[src/rtl/uart_tx_pkg.sv]
// uart_tx_pkg: shared definitions for the UART transmit controller.
//   tx_state_t  : frame-phase state encoding (IDLE, START, DATA, PARITY, STOP)
//   START_BIT   : line level driven during the start bit
//   STOP_BIT    : line level driven during the stop bit
//   IDLE_LEVEL  : line level while no frame is in progress
package uart_tx_pkg;

  typedef enum logic [2:0] {
    IDLE   = 3'd0,
    START  = 3'd1,
    DATA   = 3'd2,
    PARITY = 3'd3,
    STOP   = 3'd4
  } tx_state_t;

  localparam logic START_BIT  = 1'b0;
  localparam logic STOP_BIT   = 1'b1;
  localparam logic IDLE_LEVEL = 1'b1;

endpackage

[src/rtl/uart_tx_ctrl_if.sv]
// uart_tx_ctrl_if: word handshake between the TX FIFO read logic and the
// transmit controller.
//   DATA_VALID : source has a word on P_DATA
//   P_DATA     : word to transmit
//   PAR_EN     : parity enable, sampled when the word is accepted
//   PAR_TYP    : parity type, sampled when the word is accepted
//   TX_READY   : controller can accept a word this cycle
// master = word source, slave = uart_tx_ctrl.
interface uart_tx_ctrl_if #(
  parameter int DATA_WIDTH = 16
);

  logic                  DATA_VALID;
  logic [DATA_WIDTH-1:0] P_DATA;
  logic                  PAR_EN;
  logic                  PAR_TYP;
  logic                  TX_READY;

  modport master (
    output DATA_VALID,
    output P_DATA,
    output PAR_EN,
    output PAR_TYP,
    input  TX_READY
  );

  modport slave (
    input  DATA_VALID,
    input  P_DATA,
    input  PAR_EN,
    input  PAR_TYP,
    output TX_READY
  );

endinterface

[src/rtl/uart_tx_bitcnt.sv]
// uart_tx_bitcnt: data-bit counter for the transmit controller.
//   CLK  : bit clock
//   RST  : asynchronous active-low reset
//   clr  : reload the counter to zero (has priority over en)
//   en   : count up by one
//   last : counter currently equals LAST (final data bit of the frame)
module uart_tx_bitcnt #(
  parameter int WIDTH = 4,
  parameter int LAST  = 15
) (
  input  logic CLK,
  input  logic RST,
  input  logic clr,
  input  logic en,
  output logic last
);

  logic [WIDTH-1:0] cnt_reg;

  always_ff @(posedge CLK or negedge RST) begin
    if (!RST) begin
      cnt_reg <= '0;
    end else if (clr) begin
      cnt_reg <= '0;
    end else if (en) begin
      cnt_reg <= cnt_reg + WIDTH'(1);
    end
  end

  assign last = (cnt_reg == WIDTH'(LAST));

endmodule

[src/rtl/uart_tx_ctrl.sv]
// uart_tx_ctrl: UART transmit frame sequencer.
// Accepts a word over the bus handshake, holds it for parity_calc, and
// shifts it onto the line LSB-first as start / data / [parity] / stop.
//   CLK          : bit clock, one serial bit per cycle
//   RST          : asynchronous active-low reset (aborts any frame)
//   bus          : word handshake (DATA_VALID, P_DATA, PAR_EN, PAR_TYP, TX_READY)
//   PARITY_BIT   : parity_out from parity_calc, sent during PARITY
//   DATA_LATCHED : held word, feeds parity_calc P_DATA
//   PAR_CALC_EN  : parity_calc compute strobe (START cycle)
//   PARITY_FLAG  : parity_calc output-load strobe (last data cycle)
//   PAR_TYP_OUT  : latched parity type for parity_calc
//   TX_OUT       : serial line
//   BUSY         : frame in progress (START, DATA, PARITY)
module uart_tx_ctrl
  import uart_tx_pkg::*;
#(
  parameter int DATA_WIDTH = 16
) (
  input  logic                  CLK,
  input  logic                  RST,
  uart_tx_ctrl_if.slave         bus,
  input  logic                  PARITY_BIT,
  output logic [DATA_WIDTH-1:0] DATA_LATCHED,
  output logic                  PAR_CALC_EN,
  output logic                  PARITY_FLAG,
  output logic                  PAR_TYP_OUT,
  output logic                  TX_OUT,
  output logic                  BUSY
);

  localparam int CNT_W = $clog2(DATA_WIDTH);

  tx_state_t             state_reg;
  logic [DATA_WIDTH-1:0] shift_data_reg;
  logic [DATA_WIDTH-1:0] data_latched_reg;
  logic                  par_en_reg;
  logic                  par_typ_reg;
  logic                  last_bit;
  logic                  tx_ready;
  logic                  accept;
  logic                  tx_out_next;

  // Ready in STOP as well as IDLE so a waiting word starts the next frame
  // straight after the stop bit.
  assign tx_ready     = (state_reg == IDLE) || (state_reg == STOP);
  assign accept       = bus.DATA_VALID && tx_ready;
  assign bus.TX_READY = tx_ready;

  // Counter is cleared during START, so it is zero on the first DATA cycle.
  uart_tx_bitcnt #(
    .WIDTH (CNT_W),
    .LAST  (DATA_WIDTH - 1)
  ) u_bitcnt (
    .CLK  (CLK),
    .RST  (RST),
    .clr  (state_reg == START),
    .en   (state_reg == DATA),
    .last (last_bit)
  );

  always_ff @(posedge CLK or negedge RST) begin
    if (!RST) begin
      state_reg        <= IDLE;
      shift_data_reg   <= '0;
      data_latched_reg <= '0;
      par_en_reg       <= 1'b0;
      par_typ_reg      <= 1'b0;
    end else begin
      case (state_reg)
        IDLE, STOP: begin
          if (accept) begin
            shift_data_reg   <= bus.P_DATA;
            data_latched_reg <= bus.P_DATA;
            par_en_reg       <= bus.PAR_EN;
            par_typ_reg      <= bus.PAR_TYP;
            state_reg        <= START;
          end else begin
            state_reg <= IDLE;
          end
        end
        START: begin
          state_reg <= DATA;
        end
        DATA: begin
          shift_data_reg <= {1'b0, shift_data_reg[DATA_WIDTH-1:1]};
          if (last_bit) begin
            state_reg <= par_en_reg ? PARITY : STOP;
          end
        end
        PARITY: begin
          state_reg <= STOP;
        end
        default: begin
          state_reg <= IDLE;
        end
      endcase
    end
  end

  // Line level comes from registered state only, except PARITY_BIT which is
  // itself a registered output of parity_calc.
  always_comb begin
    tx_out_next = IDLE_LEVEL;
    case (state_reg)
      START:   tx_out_next = START_BIT;
      DATA:    tx_out_next = shift_data_reg[0];
      PARITY:  tx_out_next = PARITY_BIT;
      STOP:    tx_out_next = STOP_BIT;
      default: tx_out_next = IDLE_LEVEL;
    endcase
  end

  assign TX_OUT       = tx_out_next;
  assign BUSY         = (state_reg == START) || (state_reg == DATA) ||
                        (state_reg == PARITY);
  assign PAR_CALC_EN  = (state_reg == START);
  // parity_calc loads its output on this edge, so PARITY_BIT is valid for
  // the whole PARITY cycle that follows.
  assign PARITY_FLAG  = (state_reg == DATA) && last_bit && par_en_reg;
  assign DATA_LATCHED = data_latched_reg;
  assign PAR_TYP_OUT  = par_typ_reg;

endmodule
[src/flat_wrapper.sv]
// flat-port wrapper written by rule: the top's interface ports become plain ports
module uart_tx_ctrl_flat import uart_tx_pkg::*;
#(
  parameter int DATA_WIDTH = 16
)
  (CLK, RST, PARITY_BIT, DATA_LATCHED, PAR_CALC_EN, PARITY_FLAG, PAR_TYP_OUT, TX_OUT, BUSY, bus_DATA_VALID, bus_P_DATA, bus_PAR_EN, bus_PAR_TYP, bus_TX_READY);
  uart_tx_ctrl_if #(.DATA_WIDTH(DATA_WIDTH)) bus_i ();
  input  logic CLK;
  input  logic RST;
  input  logic PARITY_BIT;
  output logic [DATA_WIDTH-1:0] DATA_LATCHED;
  output logic PAR_CALC_EN;
  output logic PARITY_FLAG;
  output logic PAR_TYP_OUT;
  output logic TX_OUT;
  output logic BUSY;
  input wire logic [$bits(bus_i.DATA_VALID)-1:0] bus_DATA_VALID;
  input wire logic [$bits(bus_i.P_DATA)-1:0] bus_P_DATA;
  input wire logic [$bits(bus_i.PAR_EN)-1:0] bus_PAR_EN;
  input wire logic [$bits(bus_i.PAR_TYP)-1:0] bus_PAR_TYP;
  output wire logic [$bits(bus_i.TX_READY)-1:0] bus_TX_READY;
  assign bus_i.DATA_VALID = bus_DATA_VALID;
  assign bus_i.P_DATA = bus_P_DATA;
  assign bus_i.PAR_EN = bus_PAR_EN;
  assign bus_i.PAR_TYP = bus_PAR_TYP;
  assign bus_TX_READY = bus_i.TX_READY;
  uart_tx_ctrl #(.DATA_WIDTH(DATA_WIDTH)) u_core (.CLK(CLK), .RST(RST), .bus(bus_i), .PARITY_BIT(PARITY_BIT), .DATA_LATCHED(DATA_LATCHED), .PAR_CALC_EN(PAR_CALC_EN), .PARITY_FLAG(PARITY_FLAG), .PAR_TYP_OUT(PAR_TYP_OUT), .TX_OUT(TX_OUT), .BUSY(BUSY));
endmodule
[config.mk]
export PLATFORM = sky130hd
export DESIGN_NAME = uart_tx_ctrl_flat
export DESIGN_NICKNAME = d
export VERILOG_FILES = /design/src/rtl/uart_tx_pkg.sv /design/src/rtl/uart_tx_ctrl_if.sv /design/src/rtl/uart_tx_bitcnt.sv /design/src/rtl/uart_tx_ctrl.sv /design/src/flat_wrapper.sv
export SDC_FILE = /design/constraint.sdc
export NUM_CORES = 1
export LEC_CHECK = 0
export BUFFER_PORTS_ARGS = -buffer_cell sky130_fd_sc_hd__buf_2
export CORE_ASPECT_RATIO = 0.75
export CORE_MARGIN = 2
export CORE_UTILIZATION = 52
export DETAILED_ROUTE_END_ITERATION = 8
export GPL_ROUTABILITY_DRIVEN = 1
export PLACE_DENSITY = 0.78
export SYNTH_ARGS = -nofsm -noshare
export SYNTH_HDL_FRONTEND = slang
export SYNTH_SLANG_ARGS = --single-unit
[constraint.sdc]
create_clock -name CLK -period 1.85 [get_ports CLK]
set_input_delay 0.37 -clock CLK [delete_from_list [all_inputs] [get_ports CLK]]
set_output_delay 0.37 -clock CLK [all_outputs]
set_load 0.005 [all_outputs]
# Word-level counts from Yosys, hierarchy flattened

Index checks and enable logic that the tools add are counted.
W data, S select, Z words.

Register bits after elaboration: 41
Output and inout bits: 22

$add $sub $neg: 1
Equality and inequality tests: 7
Muxes and demuxes: 9
Reductions and logical operators: 12

Operators with widths:

| cell                  | count |
|---|---|
| $pmux W16 S2          | 1 |
| $mux W16              | 1 |
| $pmux W3 S4           | 1 |
| $mux W4               | 2 |
| $eq A3 B2 Y1 const B  | 2 |
| $mux W3               | 2 |
| $add A4 B1 Y4 const B | 1 |
| $eq A4 B4 Y1 const B  | 1 |
| $ne A2 B1 Y1 const B  | 2 |
| $reduce_and A2 Y1     | 2 |
| $reduce_bool A2 Y1    | 2 |
| $eq A3 B1 Y1 const B  | 1 |
| $eq A3 B3 Y1 const B  | 1 |
| $logic_and A1 B1 Y1   | 3 |
| $logic_not A3 Y1      | 1 |
| $logic_or A1 B1 Y1    | 3 |
| $pmux W1 S3           | 1 |
| $reduce_or A2 Y1      | 1 |
| $mux W1               | 1 |

# Depth between registers and ports, before layout

Gate-level depths: netlist of run 1.

Depth after elaboration: 5
Depth in mapped cells: 5
Mapped depth without buffers: 4

# Cells and area by module

Synthesis of run 1 repeated with hierarchy kept, for this count alone.

Cell total of the unflattened synthesis: 132
Area total of the unflattened synthesis: 1764.2 um^2

By module, submodules not included:

| module         | instances | cells an instance | area an instance (um^2) | sequential area each (um^2) |
|---|---|---|---|---|
| uart_tx_ctrl   | 1         | 115               | 1565.3                  | 925.9 |
| uart_tx_bitcnt | 1         | 17                | 198.9                   | 100.1 |

# Least setup slack after synthesis of run 1

OpenSTA, ideal clock, no wires.

Path type: reg2reg
Start point: register u_core.state_reg[0]
End point: register u_core.data_latched_reg[0] (netlist: u_core.DATA_LATCHED[0])
Setup time: 125 ps
Arrival time: 1433 ps
Data required time: 1725 ps
Path slack: 293 ps
Cell stages (with the launch flop): 5
Clock period less this slack: 1557 ps
Cells stage by stage: dfrtp_1 buf_2 nor3b_4 buf_4 mux2_2

Longest elaborated chain between the ends: 4
Elaborated cells between the ends (all ways): 6
Classes of those cells: eq/ne (1); reduce/logical (5)

RTL lines:

| item                                             | RTL line                               | text |
|---|---|---|
| from (decl)                                      | uart_tx_ctrl.sv:33                     | `tx_state_t state_reg;` |
| from (signal assigned)                           | uart_tx_ctrl.sv:87                     | `state_reg <= par_en_reg ? PARITY : STOP;` |
| $eq A3 B3 Y1 or $logic_not A3 Y1 (tied branches) | uart_tx_ctrl.sv:45, uart_tx_ctrl.sv:69 |  |
| $logic_or A1 B1 Y1                               | uart_tx_ctrl.sv:45                     | `assign tx_ready = (state_reg == IDLE) \|\| (state_reg == STOP);` |
| $logic_and A1 B1 Y1                              | uart_tx_ctrl.sv:46                     | `assign accept = bus.DATA_VALID && tx_ready;` |
| $reduce_and A2 Y1 (no line) *                    | n/a                                    |  |
| to (signal assigned)                             | uart_tx_ctrl.sv:73                     | `data_latched_reg <= bus.P_DATA;` |
| to (decl)                                        | uart_tx_ctrl.sv:35                     | `logic [DATA_WIDTH-1:0] data_latched_reg;` |

Every way passes the cells marked *; elsewhere a longest branch is shown, timed or not.
A chain may end at the register's enable or synchronous reset.

# Final worst setup path of run 1

Start point: register u_core.state_reg[1]
End point: output PAR_CALC_EN

Longest elaborated chain between the ends: 1

RTL lines:

| item         | RTL line            | text |
|---|---|---|
| $eq A3 B1 Y1 | uart_tx_ctrl.sv:116 | `assign PAR_CALC_EN = (state_reg == START);` |
| to (decl)    | flat_wrapper.sv:12  | `output logic PAR_CALC_EN;` |

No other way between the ends.

==> metrics.yaml, run 1 <==
status: "finished, final reports clean"
diodes: 0
cts-root-buf: "clkbuf_8"
gp_congestion: 0.708
cts-hold-fix-buffers: 0
cp_max_fo: 9
drtPass1Iterations: 4
finalNetCount: 199
power_mw: 3.49
netlist_area_mm2: 0.00174
grt_pass1_vias: 1176
io_pins: 44
grt_max_degree: 22
final_cell_mix: "43 x buf_2, 39 x dfrtp_1, 18 x mux2_2, 14 x a22o_1, 14 x a21o_1"
synthFlopType: "dfrtp_1"
via_per_inst: 5.50
place_ws_ps: 249
p_leak_nw: 1.10
synthArstFlopShare_pct: 100
syn_inst: 129
drc: 0
end_kind: "primary output"
area_delta_synth_final_pct: 19.8
gr-total-overflow: 0
max_freq_ghz: 0.568
wl_per_cell_um: 15.2
fin_area_mm2: 0.00209
hold_viol: 0
port_buffers: 43
seq_area_frac_synth_pct: 58.9
drtIter0Drc: 32
clkSlewWorstSetupHoldPaths_ps: 70
startpoint_type: "flip-flop"
grt_usage_pct: 19.0
yosysUniqueCellTypes: 29
antenna_found_initial: 0
grt_pass1_wl_um: 5350
antenna_left: 0
die_area_mm2: 0.00384
tightest_slew_ps: 538
drv_slew: 0
syn-num-nets: 152
synth_edf_count: 0
yosysWarningCount: 0
start_util_pct: 53.7
dp_hpwl_um: 2320
cts_buffer_depth: 2
worstSetupPathType: "reg -> out"
die_h_um: 54.1
drv_cap: 0
post-route-period-util_pct: 95.1
fin_ws_ps: 90.5
syn_avg_cell_area_um2: 13.5
layout_commonest_cell: "buf_2"
crit_required_ps: 1480
dpl_cell_area_mm2: 0.00199
max-slew-margin-rel_pct: 64.1
tns_ps: 0
powerDensity_mw_per_mm2: 1670
skew_ps: 3.46
cts_setup_buffers: 0
drive_gt1_share_pct: 46.0
htree_levels: 2
ir_drop_v: 0.000809
clkSinkCount: 41
numCtsBuffers: 5
insertion_delay_ps: 290
cts_tree: "yes"
core_area_mm2: 0.00324
drt-total-wl_um: 3280
rsz0062_at_grt: "false"
min_path_type: "in -> async"
ys_ff_latch: 41
rows: 18
die-width_um: 70.9
min_period_ps: 1760
finalSetupViolations: 0
num_vias: 1187
hold_ws_ps: 15.2
arrival_ps: 1390
==> stage by stage <==
stage | instances | utilization (%)
2_1_floorplan | 129 | -
5_1_grt | 216 | 64.4
6_report | 216 | 64.4
3_3_place_gp | 209 | 61.5
4_1_cts | 216 | 64.3
3_5_place_dp | 209 | 61.5
==> path summary, 6_finish.rpt <==
path	startpoint	to	slack, ps	cells past startpoint
max in group asynchronous	RST	u_core.state_reg[1]$_DFFE_PN0P_	1180	2
max reg2reg	u_core.state_reg[1]$_DFFE_PN0P_	u_core.shift_data_reg[3]$_DFFE_PN0P_	280	4
min in group CLK	bus_PAR_TYP	u_core.PAR_TYP_OUT$_DFFE_PN0P_	310	2
max	u_core.state_reg[1]$_DFFE_PN0P_	PAR_CALC_EN	90	3
min	RST	u_core.shift_data_reg[15]$_DFFE_PN0P_	20	1
min reg2reg	u_core.shift_data_reg[10]$_DFFE_PN0P_	u_core.shift_data_reg[10]$_DFFE_PN0P_	480	1
==> Yosys cell counts (2+ instances only) <==
cell type  count  share of area (%)
dfrtp_1       41                 59
mux2_2        18                 12
a21o_1        14                6.0
a22o_1        14                7.0
buf_2          5                1.4
nor2_1         4               0.86
inv_1          3               0.65
nand2_1        3               0.65
o21ai_0        3               0.86
and3_1         2               0.72
buf_4          2               0.86
mux2i_1        2                1.1
or3b_2         2                1.0
==> per-layer routing <==
metal  vias up  track usage, %  routed length [um]
met5         -               0                   0
met4         0            6.60                  21
met3         3            7.12                 173
met2        34            31.5                1620
met1       589            23.4                1460
li1        561               -                   -
==> timing repair <==
action,4_1_cts,5_1_grt
cloned,0,0
setup endpoints to repair,1,1
resized for setup,3,1
==> power breakdown <==
part | total, mW | leakage, nW | switching [mW] | internal (mW)
sequential | 1.59 | 0.498 | 0.269 | 1.33
combinational | 1.32 | 0.553 | 0.573 | 0.748
clock | 0.575 | 0.0443 | 0.279 | 0.296
total | 3.49 | 1.10 | 1.12 | 2.37
==> layout make-up <==
class                           count  area (um2)
Tap cell                           40        50.0
Clock buffer                        7        86.3
Timing Repair Buffer               48         253
Multi-Input combinational cell     77         659
Inverter                            3        11.3
Sequential cell                    41        1030
Fill cell                         270        1150
==> worst max-delay path, cell delays in order, from the launching register on <==
cell and delay, ps:
dfrtp_2 470, or3b_4 450, inv_1 80, buf_2 110
==> cells by family after synthesis <==
| family | after synthesis | synth area share (%) |
|---|---|---|
| multiplexers | 20 | 12.8 |
| AND/OR/NAND/NOR | 20 | 7.61 |
| flip-flops | 41 | 58.9 |
| AO/OA/AOI/OAI | 35 | 15.9 |
| buffers and inverters | 11 | 3.59 |
| XOR/XNOR | 1 | 0.503 |
| adder cells (fa/ha/maj) | 1 | 0.718 |
No activity file was read; power rests on OpenSTA's default activity.
==> run 2: changes to the inputs <==
--- a/config.mk
+++ b/config.mk
@@ -11,6 +11,7 @@
 export CORE_UTILIZATION = 52
 export DETAILED_ROUTE_END_ITERATION = 8
 export GPL_ROUTABILITY_DRIVEN = 1
+export HOLD_SLACK_MARGIN = 0.1
 export PLACE_DENSITY = 0.78
 export SYNTH_ARGS = -nofsm -noshare
 export SYNTH_HDL_FRONTEND = slang
==> run 2 against run 1 <==
  * Global-route usage up 0.084 points
  * Wire length up 0.70%
  * Count of clock-buffer cells in the layout unchanged
  * Sequential share of layout area down 0.23 points
  * Core utilization up 0.31 points
  * Via count up 0.93%
  * Hold slack better by 290 ps
  * Register-to-register slack about the same
  * Final area up 0.48%
==> metrics.yaml, run 2 (same netlist as run 1, synthesis figures left out) <==
status: "finished, final reports clean"
combPwrFrac_pct: 37.9  # about the same
port_buffers: 43  # unchanged
die_h_um: 54.1  # unchanged
drtPass1Iterations: 4  # unchanged
rsz0062_at_grt: "false"
r2r-start: "u_core.state_reg[1]$_DFFE_PN0P_"
grt_pass1_wl_um: 5370  # +0.39%
die-width_um: 70.9  # unchanged
layout_commonest_cell: "buf_2"
gp_congestion: 0.708  # unchanged
min_period_ps: 1760  # +0.198 ps
use_met3_pct: 7.12  # unchanged
seqPwrFrac_pct: 45.6  # about the same
grt.busiest_layer: "met2"
area_delta_synth_final_pct: 20.4
drt-total-wl_um: 3300  # +0.70%
tns_ps: 0  # unchanged
placed_cells: 209  # unchanged
finalSetupViolations: 0  # unchanged
cts_setup_buffers: 0  # unchanged
post-route-period-util_pct: 95.1  # about the same
fin_ws_ps: 90.3  # -0.198 ps
powerDensity_mw_per_mm2: 1670  # -0.38%
numCtsBuffers: 5  # unchanged
worstHoldStart: "bus_PAR_TYP"
cts_buffer_depth: 2  # unchanged
cp_max_fo: 9  # unchanged
tightest_slew_ps: 538  # -0.0124 ps
clkSlewWorstSetupHoldPaths_ps: 70  # about the same
gr-total-overflow: 0  # unchanged
startpoint_type: "flip-flop"
p_sw_share_pct: 32.2  # about the same
drtIter0Drc: 44  # +38%
reg2regPathDepth: 4  # unchanged
via_per_inst: 5.52  # +0.46%
max-slew-margin-rel_pct: 64.1  # about the same
diodes: 0  # unchanged
antenna_left: 0  # unchanged
grt_usage_pct: 19.1  # +0.084 points
drv_cap: 0  # unchanged
grt_use_met1_pct: 23.4  # unchanged
power.switching_mw: 1.12  # +0.17%
grt_pass1_vias: 1182  # +0.51%
drc: 0  # unchanged
fin_cells: 217  # +0.46%
num_vias: 1198  # +0.93%
final_cell_mix: "43 x buf_2, 39 x dfrtp_1, 18 x mux2_2, 14 x a22o_1, 14 x a21o_1"
drv_slew: 0  # unchanged
ir_drop_v: 0.000809  # about the same
skew_ps: 3.49  # +0.0261 ps
start_util_pct: 53.7  # unchanged
dp_hpwl_um: 2320  # unchanged
wl_per_cell_um: 15.2  # +0.24%
min_delay_path_depth: 2
clockPowerShare_pct: 16.5  # about the same
crit_required_ps: 1480  # about the same
die_area_mm2: 0.00384  # unchanged
end_kind: "primary output"
antenna_found_initial: 0  # unchanged
worstSetupPathType: "reg -> out"
grt_max_degree: 22  # unchanged
place_ws_ps: 249  # unchanged
min_path_type: "in -> reg"
cp-startpoint: "u_core.state_reg[1]$_DFFE_PN0P_"
arrival_ps: 1390  # about the same
cts-root-buf: "clkbuf_8"
p_leak_nw: 1.10  # +0.38%
max_freq_ghz: 0.568  # about the same
drive_gt1_share_pct: 45.8  # -0.26 points
io_pins: 44  # unchanged
p_int_mw: 2.37  # about the same
use_met2_pct: 31.8  # +0.31 points
clkSinkCount: 41  # unchanged
finalNetCount: 200  # +0.50%
cts_tree: "yes"
htree_levels: 2  # unchanged
hold_viol: 0  # unchanged
core_area_mm2: 0.00324  # unchanged
insertion_delay_ps: 290  # about the same
rows: 18  # unchanged
run 2: through the flow:
step / power (mW) / area [um2] / util [%] / hold slack (ps)
floorplan: 2.47 / 1740 / - / 74.4
global placement: 2.84 / 1990 / 61.5 / 332
detailed placement: 2.93 / 1990 / 61.5 / 346
CTS: 3.53 / 2100 / 64.6 / 304
global route: 3.76 / 2100 / 64.7 / 301
finish: 3.49 / 2100 / 64.7 / 310
run 2: routing by layer:
layer,vias to the layer above,routed length [um]
li1,562,-
met1,599,1470
met2,34,1630
met3,3,172
met4,0,21
met5,-,0
run 2: final timing paths:
check | end | slack, ps
worst max-delay path | PAR_CALC_EN | 90
worst max register to register | u_core.shift_data_reg[3]$_DFFE_PN0P_ | 280
worst min-delay path | u_core.PAR_TYP_OUT$_DFFE_PN0P_ | 310
worst min register to register | u_core.shift_data_reg[10]$_DFFE_PN0P_ | 480
max in group asynchronous | u_core.state_reg[1]$_DFFE_PN0P_ | 630
min in group asynchronous | u_core.shift_data_reg[15]$_DFFE_PN0P_ | 560
run 2: repair_timing:
action / in CTS / in global routing
hold buffers: 1 / 0
gates resized for setup: 3 / 1
setup endpoints to repair: 1 / 1
hold endpoints to repair: 20 / 0
run 2: layout make-up:
cell class | instances | area (um2)
Fill cell | 270 | 1140
Inverter | 3 | 11.3
Tap cell | 40 | 50.0
Clock buffer | 7 | 86.3
Sequential cell | 41 | 1030
Multi-Input combinational cell | 77 | 659
Timing Repair Buffer | 49 | 263
run 2: critical path: stages, from the launching register on:
cell and delay (ps):
dfrtp_2 470, or3b_4 450, inv_1 80, buf_2 110
run 2: power by group through the flow:
stage / clock (mW) / sequential [mW] / combinational (mW)
floorplan: 0 / 1.54 / 0.932
global route: 0.636 / 1.65 / 1.47
detailed placement: 0 / 1.60 / 1.33
global placement: 0 / 1.56 / 1.28
CTS: 0.595 / 1.59 / 1.34
finish: 0.575 / 1.59 / 1.32
==> run 3: changes to the inputs <==
--- a/config.mk
+++ b/config.mk
@@ -6,13 +6,15 @@
 export NUM_CORES = 1
 export LEC_CHECK = 0
 export BUFFER_PORTS_ARGS = -buffer_cell sky130_fd_sc_hd__buf_2
+export CELL_PAD_IN_SITES_DETAIL_PLACEMENT = 1
+export CELL_PAD_IN_SITES_GLOBAL_PLACEMENT = 2
 export CORE_ASPECT_RATIO = 0.75
 export CORE_MARGIN = 2
-export CORE_UTILIZATION = 52
+export CORE_UTILIZATION = 34
 export DETAILED_ROUTE_END_ITERATION = 8
 export GPL_ROUTABILITY_DRIVEN = 1
 export HOLD_SLACK_MARGIN = 0.1
-export PLACE_DENSITY = 0.78
+export PLACE_DENSITY_LB_ADDON = 0.1
 export SYNTH_ARGS = -nofsm -noshare
 export SYNTH_HDL_FRONTEND = slang
 export SYNTH_SLANG_ARGS = --single-unit
==> run 3 against run 2 <==
  * Sequential share of layout area fell by 2.5 points
  * Combinational power is 11% higher
  * Count of clock-buffer cells in the layout did not move
  * Highest routed layer unchanged
==> metrics.yaml, run 3 (same netlist as run 1, synthesis figures left out) <==
status: "finished, final reports clean"
max-slew-margin-rel_pct: 63.3  # -0.86 points
worstSetupPathType: "reg -> out"
skew_ps: 8.02  # +4.53 ps
hold_ws_ps: 129  # -181 ps
numCtsBuffers: 5  # unchanged
ir_drop_v: 0.000498  # -38%
gr-total-overflow: 0  # unchanged
tightest_slew_ps: 550  # +12.8 ps
insertion_delay_ps: 300  # about the same
arrival_ps: 1400  # about the same
dp_hpwl_um: 2490  # +7.2%
dpl_cell_area_mm2: 0.00204  # +2.3%
htree_levels: 2  # unchanged
p_leak_nw: 1.15  # +5.0%
fin_cells: 245  # +13%
die_h_um: 66.0  # +22%
end_kind: "primary output"
post-route-period-util_pct: 95.9  # +0.82 points
drtIter0Drc: 32  # -27%
start_util_pct: 35.4  # -18 points
fin_ws_ps: 75.2  # -15.2 ps
grt_pass1_vias: 1272  # +7.6%
num_vias: 1207  # +0.75%
startpoint_type: "flip-flop"
cp_max_fo: 4  # -5
clkSlewWorstSetupHoldPaths_ps: 80  # about the same
cts_buffer_depth: 2  # unchanged
io_pins: 44  # unchanged
layout_commonest_cell: "buf_2"
p_int_mw: 2.61  # +10%
core_area_mm2: 0.00493  # +52%
rows: 22  # +4
clockPowerShare_pct: 19.9  # +3.4 points
via_per_inst: 4.93  # -11%
grt_pass1_wl_um: 6310  # +18%
finalSetupViolations: 0  # unchanged
crit_required_ps: 1480  # about the same
drive_gt1_share_pct: 48.6  # +2.9 points
drv_cap: 0  # unchanged
r2r-start: "u_core.state_reg[0]$_DFFE_PN0P_"
drtPass1Iterations: 3  # -1
grt_usage_pct: 14.7  # -4.4 points
drt-total-wl_um: 3630  # +9.9%
reg2regPathDepth: 4  # unchanged
drv_slew: 0  # unchanged
hold_viol: 0  # unchanged
powerDensity_mw_per_mm2: 1700  # +2.2%
drc: 0  # unchanged
die_area_mm2: 0.00572  # +49%
place_ws_ps: 214  # -34.9 ps
final_cell_mix: "43 x buf_2, 38 x dfrtp_1, 18 x mux2_2, 14 x a22o_1, 14 x a21o_1"
combPwrFrac_pct: 38.8  # +0.9 points
antenna_found_initial: 0  # unchanged
cts-hold-fix-buffers: 0  # -1
die-width_um: 86.7  # +22%
finalNetCount: 207  # +3.5%
seqPwrFrac_pct: 41.3  # -4.3 points
antenna_left: 0  # unchanged
cts-root-buf: "clkbuf_8"
placed_cells: 230  # +10%
wl_per_cell_um: 14.8  # -2.6%
cp-endpoint: "PARITY_FLAG"
gp_congestion: 0.662  # -6.5%
min_period_ps: 1770  # +15.2 ps
power_mw: 3.77  # +7.9%
area_delta_synth_final_pct: 27.1
cp-startpoint: "u_core.u_bitcnt.cnt_reg[0]$_DFFE_PN0P_"
diodes: 0  # unchanged
p_sw_share_pct: 30.8  # -1.4 points
rrSetupSlack_ps: 310  # +30 ps
grt_max_degree: 42  # +91%
cts_tree: "yes"
r2r-end: "u_core.DATA_LATCHED[15]$_DFFE_PN0P_"
fin_area_mm2: 0.00221  # +5.5%
max_freq_ghz: 0.563  # -0.85%
power.switching_mw: 1.16  # +3.2%
clkSinkCount: 41  # unchanged
port_buffers: 43  # unchanged
min_path_type: "in -> async"
-- run 3: cell types whose count changed in the layout (fill, tap and decap cells not counted), sizes merged --
cell / previous run / this run
buf: 48 / 56
bufinv: 0 / 1
dlygate4sd3: 1 / 0
-- run 3: final cells by class --
cell class	count	area, um2
clock buffer	7	86.3
clock inverter	1	30.0
fill	519	2710
inverter	3	11.3
multi-input combinational	77	657
sequential	41	1030
tap	60	75.1
timing repair buffer	56	325
-- run 3: worst min-delay path by stage --
stage / slack (ps) / endpoint / start / cells after the start
after floorplan: 70 / u_core.DATA_LATCHED[0]$_DFFE_PN0P_ / RST / 0
after global placement: 460 / u_core.shift_data_reg[4]$_DFFE_PN0P_ / u_core.shift_data_reg[4]$_DFFE_PN0P_ / 1
after detailed placement: 470 / u_core.shift_data_reg[2]$_DFFE_PN0P_ / u_core.shift_data_reg[2]$_DFFE_PN0P_ / 1
after CTS: 150 / u_core.DATA_LATCHED[13]$_DFFE_PN0P_ / RST / 2
after global routing: 160 / u_core.PAR_TYP_OUT$_DFFE_PN0P_ / RST / 2
final: 130 / u_core.PAR_TYP_OUT$_DFFE_PN0P_ / RST / 2
-- run 3: worst max-delay path, cell delays in order (launching register included) --
cell     delay, ps
dfrtp_1        420
ha_1           220
and3_1         160
and3_1         190
buf_2          130
-- run 3: power by group through the flow --
stage                     Combinational [mW]  Clock [mW]  Sequential [mW]
after floorplan                        0.932           0             1.54
after global placement                  1.34           0             1.57
after detailed placement                1.37           0             1.60
after CTS                               1.46       0.787             1.56
after global routing                    1.63       0.822             1.63
final                                   1.46       0.751             1.56
-- run 3: per-stage QoR --
stage          util [%]  TNS [ps]
4_1_cts            44.5         0
5_1_grt            44.9     -2.76
2_1_floorplan         -         0
6_report           44.9         0
3_3_place_gp       41.4         0
3_5_place_dp       41.4         0
-- run 3: layer usage --
metal	GRT usage, %	wire length, um	up-vias
met5	0	0	-
met4	6.45	44	0
met3	4.49	186	4
met2	22.9	1650	27
met1	18.8	1750	602
li1	-	-	574
-- run 3: repair_timing --
item,4_1_cts,5_1_grt
resized for setup,4,0
gates cloned,0,0
setup buffers,4,3
pin swaps,0,1
endpoints found under the setup margin,2,1
